### src/rtl/exec_branch_unit.sv
// -----------------------------------------------------------------------------
// exec_branch_unit
//
// Shared arithmetic block for the 5-stage MIPS pipeline:
//   - fetch  : PC incrementer (pc_f + 4)
//   - decode : branch-target adder and branch compare unit (BCU)
//   - execute: ALU plus the HI/LO multiply/divide registers
// Everything is combinational except the HI/LO registers.
//
// Ports:
//   clk              system clock, HI/LO update on the rising edge
//   rst_n            asynchronous active-low reset (clears HI/LO only)
//   pc_f             fetch PC               -> pc_plus_4_f = pc_f + 4
//   pc_plus_4_d      decode PC+4            -> pc_branch_d = pc_plus_4_d + (sext(imm16) << 2)
//   imm16            decode immediate
//   sig_bcu_control  branch compare select  -> branch
//   rd1, rd2         forwarded rs / rt values for the compare
//   src_a, src_b     ALU operands
//   shamt            shift amount
//   sig_alu_control  ALU operation select   -> result
//   hi, lo           HI / LO register contents
//
// Build option:
//   MULDIV_EN  when defined, MULT/MULTU/DIV/DIVU/MTHI/MTLO write HI/LO.
//              When undefined no multiplier or divider is built, those codes
//              produce result 0 and HI/LO stay at their reset value of 0.
// -----------------------------------------------------------------------------
module exec_branch_unit #(
  parameter int WIDTH = 32
) (
  input  logic             clk,
  input  logic             rst_n,
  input  logic [WIDTH-1:0] pc_f,
  output logic [WIDTH-1:0] pc_plus_4_f,
  input  logic [WIDTH-1:0] pc_plus_4_d,
  input  logic [15:0]      imm16,
  output logic [WIDTH-1:0] pc_branch_d,
  input  logic [3:0]       sig_bcu_control,
  input  logic [WIDTH-1:0] rd1,
  input  logic [WIDTH-1:0] rd2,
  output logic             branch,
  input  logic [WIDTH-1:0] src_a,
  input  logic [WIDTH-1:0] src_b,
  input  logic [4:0]       shamt,
  input  logic [4:0]       sig_alu_control,
  output logic [WIDTH-1:0] result,
  output logic [WIDTH-1:0] hi,
  output logic [WIDTH-1:0] lo
);

  // BCU select codes
  localparam logic [3:0] BCU_BEQ  = 4'd1;
  localparam logic [3:0] BCU_BNE  = 4'd2;
  localparam logic [3:0] BCU_BLEZ = 4'd3;
  localparam logic [3:0] BCU_BGTZ = 4'd4;
  localparam logic [3:0] BCU_BLTZ = 4'd5;
  localparam logic [3:0] BCU_BGEZ = 4'd6;

  // ALU operation codes
  localparam logic [4:0] ALU_AND   = 5'd0;
  localparam logic [4:0] ALU_OR    = 5'd1;
  localparam logic [4:0] ALU_ADD   = 5'd2;
  localparam logic [4:0] ALU_XOR   = 5'd3;
  localparam logic [4:0] ALU_NOR   = 5'd4;
  localparam logic [4:0] ALU_SUB   = 5'd5;
  localparam logic [4:0] ALU_SLT   = 5'd6;
  localparam logic [4:0] ALU_SLTU  = 5'd7;
  localparam logic [4:0] ALU_SLL   = 5'd8;
  localparam logic [4:0] ALU_SRL   = 5'd9;
  localparam logic [4:0] ALU_SRA   = 5'd10;
  localparam logic [4:0] ALU_LUI   = 5'd11;
  localparam logic [4:0] ALU_MULT  = 5'd12;
  localparam logic [4:0] ALU_MULTU = 5'd13;
  localparam logic [4:0] ALU_DIV   = 5'd14;
  localparam logic [4:0] ALU_DIVU  = 5'd15;
  localparam logic [4:0] ALU_MFHI  = 5'd16;
  localparam logic [4:0] ALU_MFLO  = 5'd17;
  localparam logic [4:0] ALU_MTHI  = 5'd18;
  localparam logic [4:0] ALU_MTLO  = 5'd19;

  logic [WIDTH-1:0] hi_q, hi_d;
  logic [WIDTH-1:0] lo_q, lo_d;

  // ---------------------------------------------------------------------------
  // Adders
  // ---------------------------------------------------------------------------
  logic [WIDTH-1:0] branch_offset;

  // Word offset: sign-extend the 16-bit immediate and scale by 4.
  assign branch_offset = {{(WIDTH-18){imm16[15]}}, imm16, 2'b00};
  assign pc_plus_4_f   = pc_f + WIDTH'(4);
  assign pc_branch_d   = pc_plus_4_d + branch_offset;

  // ---------------------------------------------------------------------------
  // Branch compare unit (signed compares against zero use the sign bit)
  // ---------------------------------------------------------------------------
  logic rd1_zero;
  assign rd1_zero = (rd1 == '0);

  always_comb begin
    branch = 1'b0;
    case (sig_bcu_control)
      BCU_BEQ:  branch = (rd1 == rd2);
      BCU_BNE:  branch = (rd1 != rd2);
      BCU_BLEZ: branch = rd1[WIDTH-1] | rd1_zero;
      BCU_BGTZ: branch = ~rd1[WIDTH-1] & ~rd1_zero;
      BCU_BLTZ: branch = rd1[WIDTH-1];
      BCU_BGEZ: branch = ~rd1[WIDTH-1];
      default:  branch = 1'b0;
    endcase
  end

  // ---------------------------------------------------------------------------
  // ALU result
  // ---------------------------------------------------------------------------
  logic slt_s;
  logic slt_u;

  assign slt_s = ($signed(src_a) < $signed(src_b));
  assign slt_u = (src_a < src_b);

  always_comb begin
    result = '0;
    case (sig_alu_control)
      ALU_AND:  result = src_a & src_b;
      ALU_OR:   result = src_a | src_b;
      ALU_ADD:  result = src_a + src_b;
      ALU_XOR:  result = src_a ^ src_b;
      ALU_NOR:  result = ~(src_a | src_b);
      ALU_SUB:  result = src_a - src_b;
      ALU_SLT:  result = {{(WIDTH-1){1'b0}}, slt_s};
      ALU_SLTU: result = {{(WIDTH-1){1'b0}}, slt_u};
      ALU_SLL:  result = src_b << shamt;
      ALU_SRL:  result = src_b >> shamt;
      ALU_SRA:  result = $signed(src_b) >>> shamt;
      ALU_LUI:  result = {src_b[15:0], 16'h0000};
      // Reads see the registered value only; a write in the same cycle
      // becomes visible one cycle later.
      ALU_MFHI: result = hi_q;
      ALU_MFLO: result = lo_q;
      ALU_MULT, ALU_MULTU, ALU_DIV, ALU_DIVU, ALU_MTHI, ALU_MTLO:
                result = '0;
      default:  result = '0;
    endcase
  end

  // ---------------------------------------------------------------------------
  // HI/LO next-state
  // ---------------------------------------------------------------------------
`ifdef MULDIV_EN
  logic [2*WIDTH-1:0] prod_u;
  logic [2*WIDTH-1:0] prod_s;

  // The low 2*WIDTH bits of the product of sign-extended operands equal the
  // signed product, so one multiplier form serves both cases.
  assign prod_u = {{WIDTH{1'b0}}, src_a} * {{WIDTH{1'b0}}, src_b};
  assign prod_s = {{WIDTH{src_a[WIDTH-1]}}, src_a} * {{WIDTH{src_b[WIDTH-1]}}, src_b};

  // Division runs on magnitudes and fixes signs afterwards. This gives
  // truncation toward zero, a remainder with the dividend's sign, and handles
  // 0x80000000 / -1 naturally (magnitude 0x80000000 re-negates to itself).
  logic             div_signed;
  logic             a_neg;
  logic             b_neg;
  logic [WIDTH-1:0] mag_a;
  logic [WIDTH-1:0] mag_b;
  logic [WIDTH-1:0] q_mag;
  logic [WIDTH-1:0] r_mag;
  logic [WIDTH-1:0] quot;
  logic [WIDTH-1:0] rem;

  always_comb begin
    div_signed = (sig_alu_control == ALU_DIV);
    a_neg      = div_signed & src_a[WIDTH-1];
    b_neg      = div_signed & src_b[WIDTH-1];
    mag_a      = a_neg ? (~src_a + WIDTH'(1)) : src_a;
    mag_b      = b_neg ? (~src_b + WIDTH'(1)) : src_b;
    q_mag      = '0;
    r_mag      = '0;
    if (mag_b != '0) begin
      q_mag = mag_a / mag_b;
      r_mag = mag_a % mag_b;
    end
    quot = (a_neg ^ b_neg) ? (~q_mag + WIDTH'(1)) : q_mag;
    rem  = a_neg ? (~r_mag + WIDTH'(1)) : r_mag;
  end

  always_comb begin
    hi_d = hi_q;
    lo_d = lo_q;
    case (sig_alu_control)
      ALU_MULT:  {hi_d, lo_d} = prod_s;
      ALU_MULTU: {hi_d, lo_d} = prod_u;
      ALU_DIV, ALU_DIVU: begin
        // Divide by zero leaves HI/LO untouched.
        if (src_b != '0) begin
          lo_d = quot;
          hi_d = rem;
        end
      end
      ALU_MTHI:  hi_d = src_a;
      ALU_MTLO:  lo_d = src_a;
      default: begin
        hi_d = hi_q;
        lo_d = lo_q;
      end
    endcase
  end
`else
  // Without multiply/divide support HI/LO never change after reset.
  always_comb begin
    hi_d = hi_q;
    lo_d = lo_q;
  end
`endif

  always_ff @(posedge clk or negedge rst_n) begin
    if (!rst_n) begin
      hi_q <= '0;
      lo_q <= '0;
    end else begin
      hi_q <= hi_d;
      lo_q <= lo_d;
    end
  end

  assign hi = hi_q;
  assign lo = lo_q;

endmodule

### config.mk
export PLATFORM = sky130hd
export DESIGN_NAME = exec_branch_unit
export DESIGN_NICKNAME = d
export VERILOG_FILES = /design/src/rtl/exec_branch_unit.sv
export SDC_FILE = /design/constraint.sdc
export NUM_CORES = 1
export LEC_CHECK = 0
export ABC_AREA = 1
export CAP_MARGIN = 20
export CORE_MARGIN = 2
export CORE_UTILIZATION = 38
export DETAILED_ROUTE_END_ITERATION = 10
export PLACE_DENSITY_LB_ADDON = 0.08
export SLEW_MARGIN = 20
export SYNTH_ARGS = -nofsm -noshare
export SYNTH_HDL_FRONTEND = slang
export SYNTH_SLANG_ARGS = --single-unit
### constraint.sdc
create_clock -name clk -period 4.5 [get_ports clk]
set_input_delay 1.35 -clock clk [delete_from_list [all_inputs] [get_ports clk]]
set_output_delay 1.35 -clock clk [all_outputs]
set_load 0.05 [all_outputs]
==> results.md, run 1 <==
* Mean Syn Cell Area at 4.97 um^2
* Synth Instances at 2830
* Status: stopped before the end
* GRT Total Usage at 0.798
* Dpl hpwl at 72.7 mm
* Die height at 196 um
* Yosys Warn Count at 0
* Synth top area share at 0.252
* Stop err: [ERROR GRT-0232] Routing congestion too high. Check the congestion heatmap in the GUI.
* Failed at: global routing (5_1_grt)
* Worst EP kind: primary output
* Top post-synthesis cells by area: nand2_1, nand3_1, ha_1
* Post-CTS Hold Buffers at 0
* Synth area leader: nand2_1
* Overflow after GRT at about 170
* Largest net degree at the start of global routing at 43
* GRT repair_timing worst endpoint: result[16]
* Netlist cell types at 52
* DP Cell Count at 4193
* Post-synthesis sequential area ratio at 0
* Starting Density at 0.385
* I/O pin total at 385
* Count leader, synth: nand2_1
* Row cnt at 70
* Routability cong. at 1.05
* Post-synth top cells: nand2_1, nand3_1, inv_1, nor2_1, ha_1
* Die X-Extent at 196 um
* Port Buffers at 311
* Mapped cell area at 14100 um^2
[what timing repair did]
| action | CTS |
|---|---|
| pin swaps | 249 |
| setup endpoints to repair | 75 |
| cloned | 1 |
| resized for setup | 1093 |
| setup buffers | 62 |
[metal layers]
metal / GRT overflow / track usage
met1: 8 / 0.793
met2: 88 / 0.947
met3: 13 / 0.660
met4: 57 / 0.789
met5: 0 / 0.462
[kinds of logic after synthesis]
logic type               synth area share
AND/OR/NAND/NOR                     0.537
buffers and inverters               0.173
AO/OA/AOI/OAI                       0.121
adder cells (fa/ha/maj)             0.118
XOR/XNOR                           0.0498
other                            0.000266
[metrics by stage]
stage	cell area [um^2]	util	worst slack [ns]	hold WS, ns
after global placement	23300	0.638	-0.935	2.70
after CTS	26400	0.723	-0.172	2.70
after floorplan	14400	-	-0.0686	2.87
after detailed placement	23300	0.638	-0.988	2.70
==> inputs of run 2 (changes only) <==
CORE_UTILIZATION = 23   (was 38)
PLACE_DENSITY_LB_ADDON = 0.15   (was 0.08)
==> run 2 against run 1 <==
Synthesized cell count did not move. The flow now finishes, with violations (setup timing). Synthesized area did not move.
==> results.md, run 2 <==
* Share of layout cells above drive strength 1 at 0.506
* Netlist cell types at 52
* Mapped cell area at approximately 14000 um^2
* Fmax at 0.211 GHz
* Switch Pwr at 0.00235 W
* Post-synth top cells: nand2_1, nand3_1, inv_1, nor2_1, ha_1
* Port Buffers at 311
* Kind of critical path: in -> out
* Row cnt at 90
* Combinational share of power at 1.000
* Commonest non-fill, non-tap cell in the layout: buf_4
* Overflow after GRT at 0
* Slack of the critical path at -0.248 ns
* Initial antenna violation count at 6
* Register cell area after layout at 0 um^2
* I/O pin total at 385
* DRC errors left at 0
* Fin util at 0.496
* Arr. time, crit path at 3.40 ns
* CP startpoint kind: input port
* Synth top area share at 0.252
* Die height at 251 um
* Mean Syn Cell Area at between 4 and 5 um^2
* Worst Hold Endpoint: pc_branch_d[1]
* First-pass DRT Iterations at 6
* Post-synthesis sequential area ratio at 0
* DRT iter0 DRCs at 1712
* Period utilization at 1.06
* Failing checks: setup timing
* Detailed Route WL at 90.4 mm
* Total Nets Final at 4236
* Final Power at 0.00423 W
* Synth area leader: nand2_1
* Layout area overhead at 113%
* Part of the power in registers at 0
* Dpl hpwl at 74.3 mm
* GRT Total Usage at 0.266
* Tmin final at 4.75 ns
* Vias per inst at 4.85
* CLK BUF at 0
* Starting Density at 0.233
* Int Power at 0.00188 W
* Number of global-route vias before repair at 21300
* Worst Hold Path Cells at 0
* Commonest cells after routing, fill and taps aside: buf_4, nand2_1, nand3_1
* Max-Cap Viols at 0
* Post-CTS Hold Buffers at 0
* Final setup vio count at 25
* Max FO, Critical Path at 3
* HP Start: pc_plus_4_d[1]
* Critical path endpoint category: primary output
* Post-route insts no fill at 4664
* Mean routed wirelength per cell at around 19 um
* Synth Instances at 2830
* DP Cell Count at between 4000 and 5000
* Die area at 63200 um^2
* Routability cong. at 0.970
* Final Hold Fails at 0
* Power per cell area at 141 nW/um^2
* Global-route wire length before repair at 128 mm
* Pre-CTS setup slack at -1.13 ns
* Top post-synthesis cells by area: nand2_1, nand3_1, ha_1
* Status: finished with violations
* Leak pwr at 15.0 nW
* ANT nets after route at 0
* RSZ-0062 raised after global routing: yes
* Clock power frac at 0
* Required @ worst endpoint at 3.15 ns
* Hold/Removal Path Class: in -> out
* Yosys Warn Count at 0
* Via count at 22600
* Core area at 60500 um^2
* Fillers at between 6000 and 7000
* Largest net degree at the start of global routing at 36
* Flip-flop and latch count at 0
* Maximum vdd drop at 83.7 uV
* Switching share of power at 0.555
* Count leader, synth: nand2_1
* Max-slew violations at 0
* Setup_tns at -1.95 ns
* Die X-Extent at approximately 250 um
==> run 2: cell counts after synthesis <==
No cell type changed its count.
==> run 2: routing by layer <==
layer	global-route usage	vias to the layer above	wire length, um
met5	0	-	32
met4	0.116	6	5070
met3	0.0311	198	5900
met2	0.429	902	40500
met1	0.355	10400	38900
li1	-	11100	-
==> run 2: cell families after synthesis <==
| kind of cell | after synthesis | share of synthesized area |
|---|---|---|
| AO/OA/AOI/OAI | 306 | 0.121 |
| XOR/XNOR | 80 | 0.0498 |
| other | 1 | 0.000266 |
| buffers and inverters | 544 | 0.173 |
| AND/OR/NAND/NOR | 1768 | 0.537 |
| adder cells (fa/ha/maj) | 131 | 0.118 |
==> run 2: cell type report <==
type                       count  area (um^2)  area share
tap                          782          978      0.0326
multi-input combinational   2349        16600       0.553
antenna                        3         7.51    0.000250
timing repair buffer        1150        10900       0.364
inverter                     380         1520      0.0506
==> run 2: worst max-delay path, stage by stage <==
cell and delay [ns]:
buf_8 0.11, buf_6 0.11, ha_4 0.15, fa_2 0.36, nand2_2 0.10, nand3_2 0.09
nand2_4 0.12, buf_6 0.13, o21bai_4 0.08, xor2_1 0.19, nor2_1 0.07, nor2_1 0.14
buf_4 0.17, nand2_4 0.06, buf_12 0.15
==> run 2: worst max-delay path by stage <==
stage                       to       startpoint  cells after the start  slack [ns]
2_1_floorplan  pc_branch_d[25]  pc_plus_4_d[16]                      8       -0.07
3_3_place_gp        result[20]         src_b[0]                     14       -1.15
3_5_place_dp        result[20]         src_b[0]                     14       -1.13
4_1_cts             result[12]         src_b[0]                     16       -0.22
5_1_grt              result[8]         src_b[0]                     15       -0.28
6_report             result[8]         src_b[0]                     15       -0.25
==> run 2: power by group through the flow <==
stage	sequential (W)	combinational, W	clock [W]
6_report	0	0.00423	0.0000000000895
5_1_grt	0	0.00446	0.0000000000893
4_1_cts	0	0.00385	0
3_5_place_dp	0	0.00333	0
3_3_place_gp	0	0.00333	0
2_1_floorplan	0	0.00161	0
==> run 2: stage by stage <==
stage	hold slack, ns	instance area [um^2]
after floorplan	2.87	14400
after global placement	2.70	24000
after detailed placement	2.70	24000
after CTS	2.70	27700
after global routing	2.70	30000
final	2.70	30000
==> run 2: timing repair <==
action | in CTS | in global routing
cloned | 2 | 2
buffers inserted | 72 | 55
pin swaps | 264 | 294
gates resized for setup | 1242 | 552
endpoints found under the setup margin | 71 | 65
(Power assumes the default switching activity.)
